`src/rtl/controller_v2_if.sv`:
```
`default_nettype none
// ============================================================================
//  Module      : controller_v2_if
//  Description : Bundle between the RV32I multicycle control FSM and the
//                instruction register / datapath it steers.
//  Revision    : 1.0 - initial release
// ============================================================================
interface controller_v2_if;
  // Instruction-register fields, status and memory handshakes
  logic       start;
  logic [6:0] opcode;
  logic [2:0] funct3;
  logic [6:0] funct7;
  logic       branch_cond;
  logic       imem_ready;
  logic       dmem_ready;
  // Datapath controls and status
  logic       imem_req;
  logic       dmem_req;
  logic       dmem_we;
  logic       ir_write;
  logic       pc_write;
  logic [1:0] pc_src;
  logic [1:0] alu_src_a;
  logic [1:0] alu_src_b;
  logic [3:0] alu_op;
  logic       reg_write;
  logic [1:0] wb_sel;
  logic       instret;
  logic       trap;
  logic [1:0] trap_cause;
  logic [2:0] state_vec;

  // Controller side
  modport master (
    input  start, opcode, funct3, funct7, branch_cond, imem_ready, dmem_ready,
    output imem_req, dmem_req, dmem_we, ir_write, pc_write, pc_src,
           alu_src_a, alu_src_b, alu_op, reg_write, wb_sel, instret,
           trap, trap_cause, state_vec
  );

  // Datapath / memory side
  modport slave (
    output start, opcode, funct3, funct7, branch_cond, imem_ready, dmem_ready,
    input  imem_req, dmem_req, dmem_we, ir_write, pc_write, pc_src,
           alu_src_a, alu_src_b, alu_op, reg_write, wb_sel, instret,
           trap, trap_cause, state_vec
  );
endinterface
`default_nettype wire

```
`src/rtl/controller_v2.sv`:
```
`default_nettype none
// ============================================================================
//  Module      : controller_v2
//  Description : Multicycle RV32I main control FSM. Decodes the opcode class,
//                drives ALU/PC/regfile/memory controls, waits on memory
//                ready with a bounded timeout and traps on illegal opcodes,
//                ecall/ebreak and memory timeouts.
//  Revision    : 1.0 - initial release
// ============================================================================
module controller_v2 #(
  parameter int TIMEOUT_CYCLES = 255
) (
  input  wire logic         clk,
  input  wire logic         rst_n,
  controller_v2_if.master   bus
);

  localparam int CNT_W = (TIMEOUT_CYCLES < 1) ? 1 : $clog2(TIMEOUT_CYCLES + 1);

  typedef enum logic [2:0] {
    S_IDLE      = 3'd0,
    S_FETCH     = 3'd1,
    S_DECODE    = 3'd2,
    S_EXECUTE   = 3'd3,
    S_MEM       = 3'd4,
    S_WRITEBACK = 3'd5,
    S_TRAP      = 3'd6
  } state_t;

  // Class 0 doubles as the reset value and "unrecognised opcode"
  typedef enum logic [3:0] {
    CL_ILLEGAL = 4'd0,
    CL_LUI     = 4'd1,
    CL_AUIPC   = 4'd2,
    CL_JAL     = 4'd3,
    CL_JALR    = 4'd4,
    CL_BRANCH  = 4'd5,
    CL_LOAD    = 4'd6,
    CL_STORE   = 4'd7,
    CL_OPIMM   = 4'd8,
    CL_OP      = 4'd9,
    CL_FENCE   = 4'd10,
    CL_SYSTEM  = 4'd11
  } class_t;

  localparam logic [1:0] c_CAUSE_ILLEGAL = 2'b01;
  localparam logic [1:0] c_CAUSE_TIMEOUT = 2'b10;
  localparam logic [1:0] c_CAUSE_ECALL   = 2'b11;

  state_t           r_state;
  class_t           r_class;
  logic [2:0]       r_funct3;
  logic             r_f7b5;
  logic [CNT_W-1:0] r_cnt;
  logic             r_trap;
  logic [1:0]       r_cause;

  class_t           w_class;
  logic [CNT_W-1:0] w_cnt_inc;
  logic             w_timeout;
  logic             w_unused;

  // Only funct7[5] carries meaning for RV32I base arithmetic
  assign w_unused = ^{bus.funct7[6], bus.funct7[4:0]};

  // Opcode to instruction-class decode, consumed only in DECODE
  always_comb begin
    w_class = CL_ILLEGAL;
    case (bus.opcode)
      7'b0110111: w_class = CL_LUI;
      7'b0010111: w_class = CL_AUIPC;
      7'b1101111: w_class = CL_JAL;
      7'b1100111: w_class = CL_JALR;
      7'b1100011: w_class = CL_BRANCH;
      7'b0000011: w_class = CL_LOAD;
      7'b0100011: w_class = CL_STORE;
      7'b0010011: w_class = CL_OPIMM;
      7'b0110011: w_class = CL_OP;
      7'b0001111: w_class = CL_FENCE;
      7'b1110011: w_class = CL_SYSTEM;
      default:    w_class = CL_ILLEGAL;
    endcase
  end

  // The trap fires on the wait cycle that would bring the count to the limit;
  // a ready seen in that same cycle is checked first and wins.
  assign w_cnt_inc = r_cnt + 1'b1;
  assign w_timeout = (TIMEOUT_CYCLES != 0) && (w_cnt_inc == CNT_W'(TIMEOUT_CYCLES));

  // State, latched instruction fields, wait counter and sticky trap
  always_ff @(posedge clk or negedge rst_n) begin
    if (!rst_n) begin
      r_state  <= S_IDLE;
      r_class  <= CL_ILLEGAL;
      r_funct3 <= 3'b000;
      r_f7b5   <= 1'b0;
      r_cnt    <= '0;
      r_trap   <= 1'b0;
      r_cause  <= 2'b00;
    end else begin
      // Counter restarts on every state entry; only a held wait keeps it
      r_cnt <= '0;
      case (r_state)
        S_IDLE: begin
          if (bus.start) r_state <= S_FETCH;
        end
        S_FETCH: begin
          if (bus.imem_ready) begin
            r_state <= S_DECODE;
          end else if (w_timeout) begin
            r_state <= S_TRAP;
            r_trap  <= 1'b1;
            r_cause <= c_CAUSE_TIMEOUT;
          end else if (TIMEOUT_CYCLES != 0) begin
            r_cnt <= w_cnt_inc;
          end
        end
        S_DECODE: begin
          r_class  <= w_class;
          r_funct3 <= bus.funct3;
          r_f7b5   <= bus.funct7[5];
          case (w_class)
            CL_SYSTEM: begin
              r_state <= S_TRAP;
              r_trap  <= 1'b1;
              r_cause <= c_CAUSE_ECALL;
            end
            CL_ILLEGAL: begin
              r_state <= S_TRAP;
              r_trap  <= 1'b1;
              r_cause <= c_CAUSE_ILLEGAL;
            end
            CL_FENCE: r_state <= S_WRITEBACK;
            default:  r_state <= S_EXECUTE;
          endcase
        end
        S_EXECUTE: begin
          case (r_class)
            CL_BRANCH:          r_state <= S_FETCH;
            CL_LOAD, CL_STORE:  r_state <= S_MEM;
            default:            r_state <= S_WRITEBACK;
          endcase
        end
        S_MEM: begin
          if (bus.dmem_ready) begin
            r_state <= (r_class == CL_STORE) ? S_FETCH : S_WRITEBACK;
          end else if (w_timeout) begin
            r_state <= S_TRAP;
            r_trap  <= 1'b1;
            r_cause <= c_CAUSE_TIMEOUT;
          end else if (TIMEOUT_CYCLES != 0) begin
            r_cnt <= w_cnt_inc;
          end
        end
        S_WRITEBACK: r_state <= S_FETCH;
        S_TRAP:      r_state <= S_TRAP;
        default: begin
          r_state <= S_TRAP;
          r_trap  <= 1'b1;
          r_cause <= c_CAUSE_ILLEGAL;
        end
      endcase
    end
  end

  logic       w_imem_req, w_dmem_req, w_dmem_we, w_ir_write, w_pc_write;
  logic       w_reg_write, w_instret;
  logic [1:0] w_pc_src, w_src_a, w_src_b, w_wb_sel;
  logic [3:0] w_alu_op;

  // Control decode from state and latched class; ir_write, branch pc_src and
  // store retire also look at the live handshake so they land in the same cycle.
  always_comb begin
    w_imem_req  = 1'b0;
    w_dmem_req  = 1'b0;
    w_dmem_we   = 1'b0;
    w_ir_write  = 1'b0;
    w_pc_write  = 1'b0;
    w_pc_src    = 2'b00;
    w_src_a     = 2'b00;
    w_src_b     = 2'b00;
    w_alu_op    = 4'b0000;
    w_reg_write = 1'b0;
    w_wb_sel    = 2'b00;
    w_instret   = 1'b0;
    case (r_state)
      S_FETCH: begin
        w_imem_req = 1'b1;
        w_ir_write = bus.imem_ready;
      end
      S_EXECUTE: begin
        case (r_class)
          CL_OP:    w_alu_op = {r_f7b5, r_funct3};
          CL_OPIMM: begin
            w_src_b  = 2'b01;
            w_alu_op = {(r_funct3 == 3'b101) ? r_f7b5 : 1'b0, r_funct3};
          end
          CL_LOAD, CL_STORE, CL_JALR: w_src_b = 2'b01;
          CL_LUI: begin
            w_src_a = 2'b10;
            w_src_b = 2'b01;
          end
          CL_AUIPC, CL_JAL: begin
            w_src_a = 2'b01;
            w_src_b = 2'b01;
          end
          CL_BRANCH: begin
            w_alu_op   = 4'b1000;
            w_pc_write = 1'b1;
            w_pc_src   = bus.branch_cond ? 2'b01 : 2'b00;
            w_instret  = 1'b1;
          end
          default: ;
        endcase
      end
      S_MEM: begin
        w_dmem_req = 1'b1;
        w_dmem_we  = (r_class == CL_STORE);
        if (bus.dmem_ready && (r_class == CL_STORE)) begin
          w_pc_write = 1'b1;
          w_instret  = 1'b1;
        end
      end
      S_WRITEBACK: begin
        w_pc_write  = 1'b1;
        w_instret   = 1'b1;
        w_reg_write = (r_class != CL_FENCE);
        case (r_class)
          CL_LOAD:         w_wb_sel = 2'b01;
          CL_JAL, CL_JALR: w_wb_sel = 2'b10;
          default:         w_wb_sel = 2'b00;
        endcase
        case (r_class)
          CL_JAL:  w_pc_src = 2'b01;
          CL_JALR: w_pc_src = 2'b10;
          default: w_pc_src = 2'b00;
        endcase
      end
      default: ;
    endcase
  end

  assign bus.imem_req   = w_imem_req;
  assign bus.dmem_req   = w_dmem_req;
  assign bus.dmem_we    = w_dmem_we;
  assign bus.ir_write   = w_ir_write;
  assign bus.pc_write   = w_pc_write;
  assign bus.pc_src     = w_pc_src;
  assign bus.alu_src_a  = w_src_a;
  assign bus.alu_src_b  = w_src_b;
  assign bus.alu_op     = w_alu_op;
  assign bus.reg_write  = w_reg_write;
  assign bus.wb_sel     = w_wb_sel;
  assign bus.instret    = w_instret;
  assign bus.trap       = r_trap;
  assign bus.trap_cause = r_cause;
  assign bus.state_vec  = r_state;

endmodule
`default_nettype wire

```
`src/flat_wrapper.sv`:
```
// flat-port wrapper written by rule: the top's interface ports become plain ports
module controller_v2_flat 
#(
  parameter int TIMEOUT_CYCLES = 255
)
  (clk, rst_n, bus_start, bus_opcode, bus_funct3, bus_funct7, bus_branch_cond, bus_imem_ready, bus_dmem_ready, bus_imem_req, bus_dmem_req, bus_dmem_we, bus_ir_write, bus_pc_write, bus_pc_src, bus_alu_src_a, bus_alu_src_b, bus_alu_op, bus_reg_write, bus_wb_sel, bus_instret, bus_trap, bus_trap_cause, bus_state_vec);
  controller_v2_if bus_i ();
  input  wire logic clk;
  input  wire logic rst_n;
  input wire logic [$bits(bus_i.start)-1:0] bus_start;
  input wire logic [$bits(bus_i.opcode)-1:0] bus_opcode;
  input wire logic [$bits(bus_i.funct3)-1:0] bus_funct3;
  input wire logic [$bits(bus_i.funct7)-1:0] bus_funct7;
  input wire logic [$bits(bus_i.branch_cond)-1:0] bus_branch_cond;
  input wire logic [$bits(bus_i.imem_ready)-1:0] bus_imem_ready;
  input wire logic [$bits(bus_i.dmem_ready)-1:0] bus_dmem_ready;
  output wire logic [$bits(bus_i.imem_req)-1:0] bus_imem_req;
  output wire logic [$bits(bus_i.dmem_req)-1:0] bus_dmem_req;
  output wire logic [$bits(bus_i.dmem_we)-1:0] bus_dmem_we;
  output wire logic [$bits(bus_i.ir_write)-1:0] bus_ir_write;
  output wire logic [$bits(bus_i.pc_write)-1:0] bus_pc_write;
  output wire logic [$bits(bus_i.pc_src)-1:0] bus_pc_src;
  output wire logic [$bits(bus_i.alu_src_a)-1:0] bus_alu_src_a;
  output wire logic [$bits(bus_i.alu_src_b)-1:0] bus_alu_src_b;
  output wire logic [$bits(bus_i.alu_op)-1:0] bus_alu_op;
  output wire logic [$bits(bus_i.reg_write)-1:0] bus_reg_write;
  output wire logic [$bits(bus_i.wb_sel)-1:0] bus_wb_sel;
  output wire logic [$bits(bus_i.instret)-1:0] bus_instret;
  output wire logic [$bits(bus_i.trap)-1:0] bus_trap;
  output wire logic [$bits(bus_i.trap_cause)-1:0] bus_trap_cause;
  output wire logic [$bits(bus_i.state_vec)-1:0] bus_state_vec;
  assign bus_i.start = bus_start;
  assign bus_i.opcode = bus_opcode;
  assign bus_i.funct3 = bus_funct3;
  assign bus_i.funct7 = bus_funct7;
  assign bus_i.branch_cond = bus_branch_cond;
  assign bus_i.imem_ready = bus_imem_ready;
  assign bus_i.dmem_ready = bus_dmem_ready;
  assign bus_imem_req = bus_i.imem_req;
  assign bus_dmem_req = bus_i.dmem_req;
  assign bus_dmem_we = bus_i.dmem_we;
  assign bus_ir_write = bus_i.ir_write;
  assign bus_pc_write = bus_i.pc_write;
  assign bus_pc_src = bus_i.pc_src;
  assign bus_alu_src_a = bus_i.alu_src_a;
  assign bus_alu_src_b = bus_i.alu_src_b;
  assign bus_alu_op = bus_i.alu_op;
  assign bus_reg_write = bus_i.reg_write;
  assign bus_wb_sel = bus_i.wb_sel;
  assign bus_instret = bus_i.instret;
  assign bus_trap = bus_i.trap;
  assign bus_trap_cause = bus_i.trap_cause;
  assign bus_state_vec = bus_i.state_vec;
  controller_v2 #(.TIMEOUT_CYCLES(TIMEOUT_CYCLES)) u_core (.clk(clk), .rst_n(rst_n), .bus(bus_i));
endmodule
```
`config.mk`:
```
export PLATFORM = sky130hd
export DESIGN_NAME = controller_v2_flat
export DESIGN_NICKNAME = d
export VERILOG_FILES = /design/src/rtl/controller_v2_if.sv /design/src/rtl/controller_v2.sv /design/src/flat_wrapper.sv
export SDC_FILE = /design/constraint.sdc
export NUM_CORES = 1
export LEC_CHECK = 0
export BUFFER_PORTS_ARGS = -buffer_cell sky130_fd_sc_hd__buf_2
export CAP_MARGIN = 10
export CORE_ASPECT_RATIO = 0.5
export CORE_MARGIN = 2
export CORE_UTILIZATION = 51
export DETAILED_ROUTE_END_ITERATION = 8
export HOLD_SLACK_MARGIN = 0.05
export PLACE_DENSITY = 0.79
export SYNTH_ARGS = -nofsm -noshare
export SYNTH_HDL_FRONTEND = slang
export SYNTH_SLANG_ARGS = --single-unit
```
`constraint.sdc`:
```
create_clock -name clk -period 2.55 [get_ports clk]
set_input_delay 0.1275 -clock clk [delete_from_list [all_inputs] [get_ports clk]]
set_output_delay 0.1275 -clock clk [all_outputs]
set_load 0.03 [all_outputs]
```
==> metrics.txt <==
status finished, final reports clean; Final min period approximately 2.2 ns; die area ~3500 µm²; Slowest-stage cell, CP dfrtp_1; net count after synthesis 215; Final ANT Viol Nets 0; Setup Skew between 0.007 and 0.008 ns; Hold Crit Class input pin to register; routed wl met3 between 200 and 250 µm; Chip Height ~43 µm; Critical Path AT 2.34 ns; Hold Worst Slack about 0.055 ns; initial antenna violation count 0; top sig layer met4; Setup TNS 0 ns; Yosys reg bits 22; total CTS buffers 3; critical path fanouts, max 5; 1st-pass router iterations 4; cell depth of the worst flop-to-flop path 6; CTS resizes 0; Worst setup endpoint u_core.bus.trap_cause[1]; all-layer global routing usage between 20% and 30%; worst r2r dst u_core.bus.trap_cause[1]; vias in the first global route ~1400; clk buf depth 2; hold buffer count at cts 3; critical path startpoint u_core.r_cnt[1]; ratio of cells with drive above 1 in the final layout a little under a quarter; WS Path Type register to register; antenna cells 0; # clock sinks 22; Site Rows 13; PortBufs 40; FF-to-FF setup slack a little under 0.4 ns; drt drc 0; RSZ-0062 raised after global routing no; final-report setup violation count 0; worst-margin pin slew 0.515 ns; TritonCTS clock tree built; Slew Viols, Final 0; Storage cell area 551 µm²; latest clock arrival within the worst-skew pair 0.27 ns; largest net degree at the start of global routing 23; Cell variety after synth 48; initial core utilization between 50% and 60%; register area share after synthesis between 30% and 40%; M1 wire length approximately 1.6 mm; WL met2 approximately 1.8 mm; Layout area overhead 21.2%; Yosys warnings 0; DP Wirelength around 2.7 mm; Final Hold Fails 0; commonest register cell after synthesis dfrtp_1; vias approximately 1600; nets around 260; DP Area 1750 µm²; Multi-input gate area between 900 and 1000 µm²; Clock transition at path regs 0.08 ns; core area around 2700 µm²; initial drt markers roughly 120; Root Buffer clkbuf_8; crit-path max cell delay about 0.42 ns; H-tree levels 1; Fill cells around 230; leak pwr 0.844 nW; Synth Cell Area about 1500 µm²; Cell Pwr Density around 970 nW/µm²; number of synthesized flops with an enable pin 0; max_slew headroom about 66%; VDD IR max 0.380 mV; Worst Setup End Kind register; post-route cell area 1850 µm²; Data required, critical path about 2.7 ns; Routed WL ~3.7 mm; crit path cell chain ha_1 > nand3_2 > or3_1 > a211o_1 > or3b_4 > a221oi_2; max-cap violation count 0; Reg-to-Reg Start u_core.r_cnt[1]; first-pass GRT wire length 6.20 mm; Syn Inst Count 190; vias per cell around 5.9; GR Overflow Total 0; routed length per instance between 10 and 15 µm; setup bufs post-CTS 0; asr flop ratio synth between 90% and 100%; Die Wd 81.4 µm; fin crit share around 85%; maximum operating frequency 0.462 GHz; io pins between 40 and 50; Syn Area/Cell around 8.0 µm²; GP Congestion roughly 0.9; CP Launch Type register
## state kept, by name, summed over array words and instances (netlist names)
| register | flops |
|---|---|
| u_core.bus.trap | 1 |
| u_core.r_f7b5 | 1 |
| u_core.bus.state_vec | 3 |
| u_core.r_funct3 | 3 |
| u_core.r_class | 4 |
| u_core.r_cnt | 8 |
| u_core.bus.trap_cause | 2 |
## per-layer routing
layer	vias to the layer above	track usage, %
li1	766	-
met1	726	30.2
met2	70	36.4
met3	10	5.74
met4	0	8.14
met5	-	0
## worst min path at each step
| stage | start | end | slack, ns | cells past startpoint |
|---|---|---|---|---|
| 4_1_cts | bus_funct7[5] | u_core.r_f7b5 | 0.05 | 3 |
| 5_1_grt | bus_funct7[5] | u_core.r_f7b5 | 0.06 | 3 |
| 3_3_place_gp | rst_n | u_core.r_class[2] | 0.12 | 1 |
| 3_5_place_dp | rst_n | u_core.r_class[2] | 0.13 | 1 |
| 2_1_floorplan | rst_n | u_core.bus.state_vec[0] | -0.17 | 0 |
| 6_report | bus_funct7[5] | u_core.r_f7b5 | 0.05 | 3 |
## cells by family after synthesis
kind of cell | share of synthesized area [%]
other cells | 0.246
flops | 36.1
buf+inv | 4.75
simple gates | 30.4
compound gates | 23.9
xor+xnor | 2.30
mux | 0.738
fa+ha+maj | 1.64
## area by class of cell
cell class,count,area share [%]
repair buffers,46,13.7
multi-input cells,151,48.8
well taps,37,2.50
flip-flops and latches,22,29.7
clock inverters,1,1.62
clock buffers,3,2.23
inverters,7,1.42
## critical path: cells and delay by family (launching register included)
family / cells / cell delay (ns)
AOI/OAI and AO/OA: 2 / 0.57
DFF: 1 / 0.42
adders and majority gates: 1 / 0.22
and+or+nand+nor: 3 / 0.86
## metrics by stage
step	instances	util (%)	power (W)	setup slack [ns]
floorplan	190	-	0.00126	0.0445
global placement	260	64.4	0.00144	0.465
detailed placement	260	64.4	0.00147	0.413
CTS	267	68.1	0.00180	0.391
global route	267	68.1	0.00192	0.157
finish	267	68.1	0.00180	0.387
## cell usage in the layout, fill, tap and decap left out, types with 6 or more instances in the layout
| master | n |
|---|---|
| buf_2 | 40 |
| nand2_1 | 25 |
| nor2_1 | 22 |
| dfrtp_1 | 22 |
| a21oi_1 | 11 |
| inv_1 | 7 |
| nor2b_1 | 7 |
| and2_1 | 7 |
| nor3_1 | 6 |
| o21ai_0 | 6 |
## where the power goes
group	internal [W]	leakage, nW	switching [W]
clock	0.000210	0.0357	0.000114
combinational	0.000326	0.528	0.000511
sequential	0.000452	0.280	0.000190
## synth_stat cells, drive strengths merged (6+ instances only)
| library cell | n | area, µm² |
|---|---|---|
| nor3 | 6 | 30.0 |
| nor2b | 7 | 43.8 |
| dfrtp | 22 | 551 |
| nand2 | 26 | 100 |
| o21ai | 7 | 35.0 |
| and2 | 7 | 43.8 |
| clkbuf | 7 | 26.3 |
| nor2 | 22 | 82.6 |
| inv | 7 | 26.3 |
| a21oi | 11 | 55.1 |
Power figures use the tool's default switching activity.
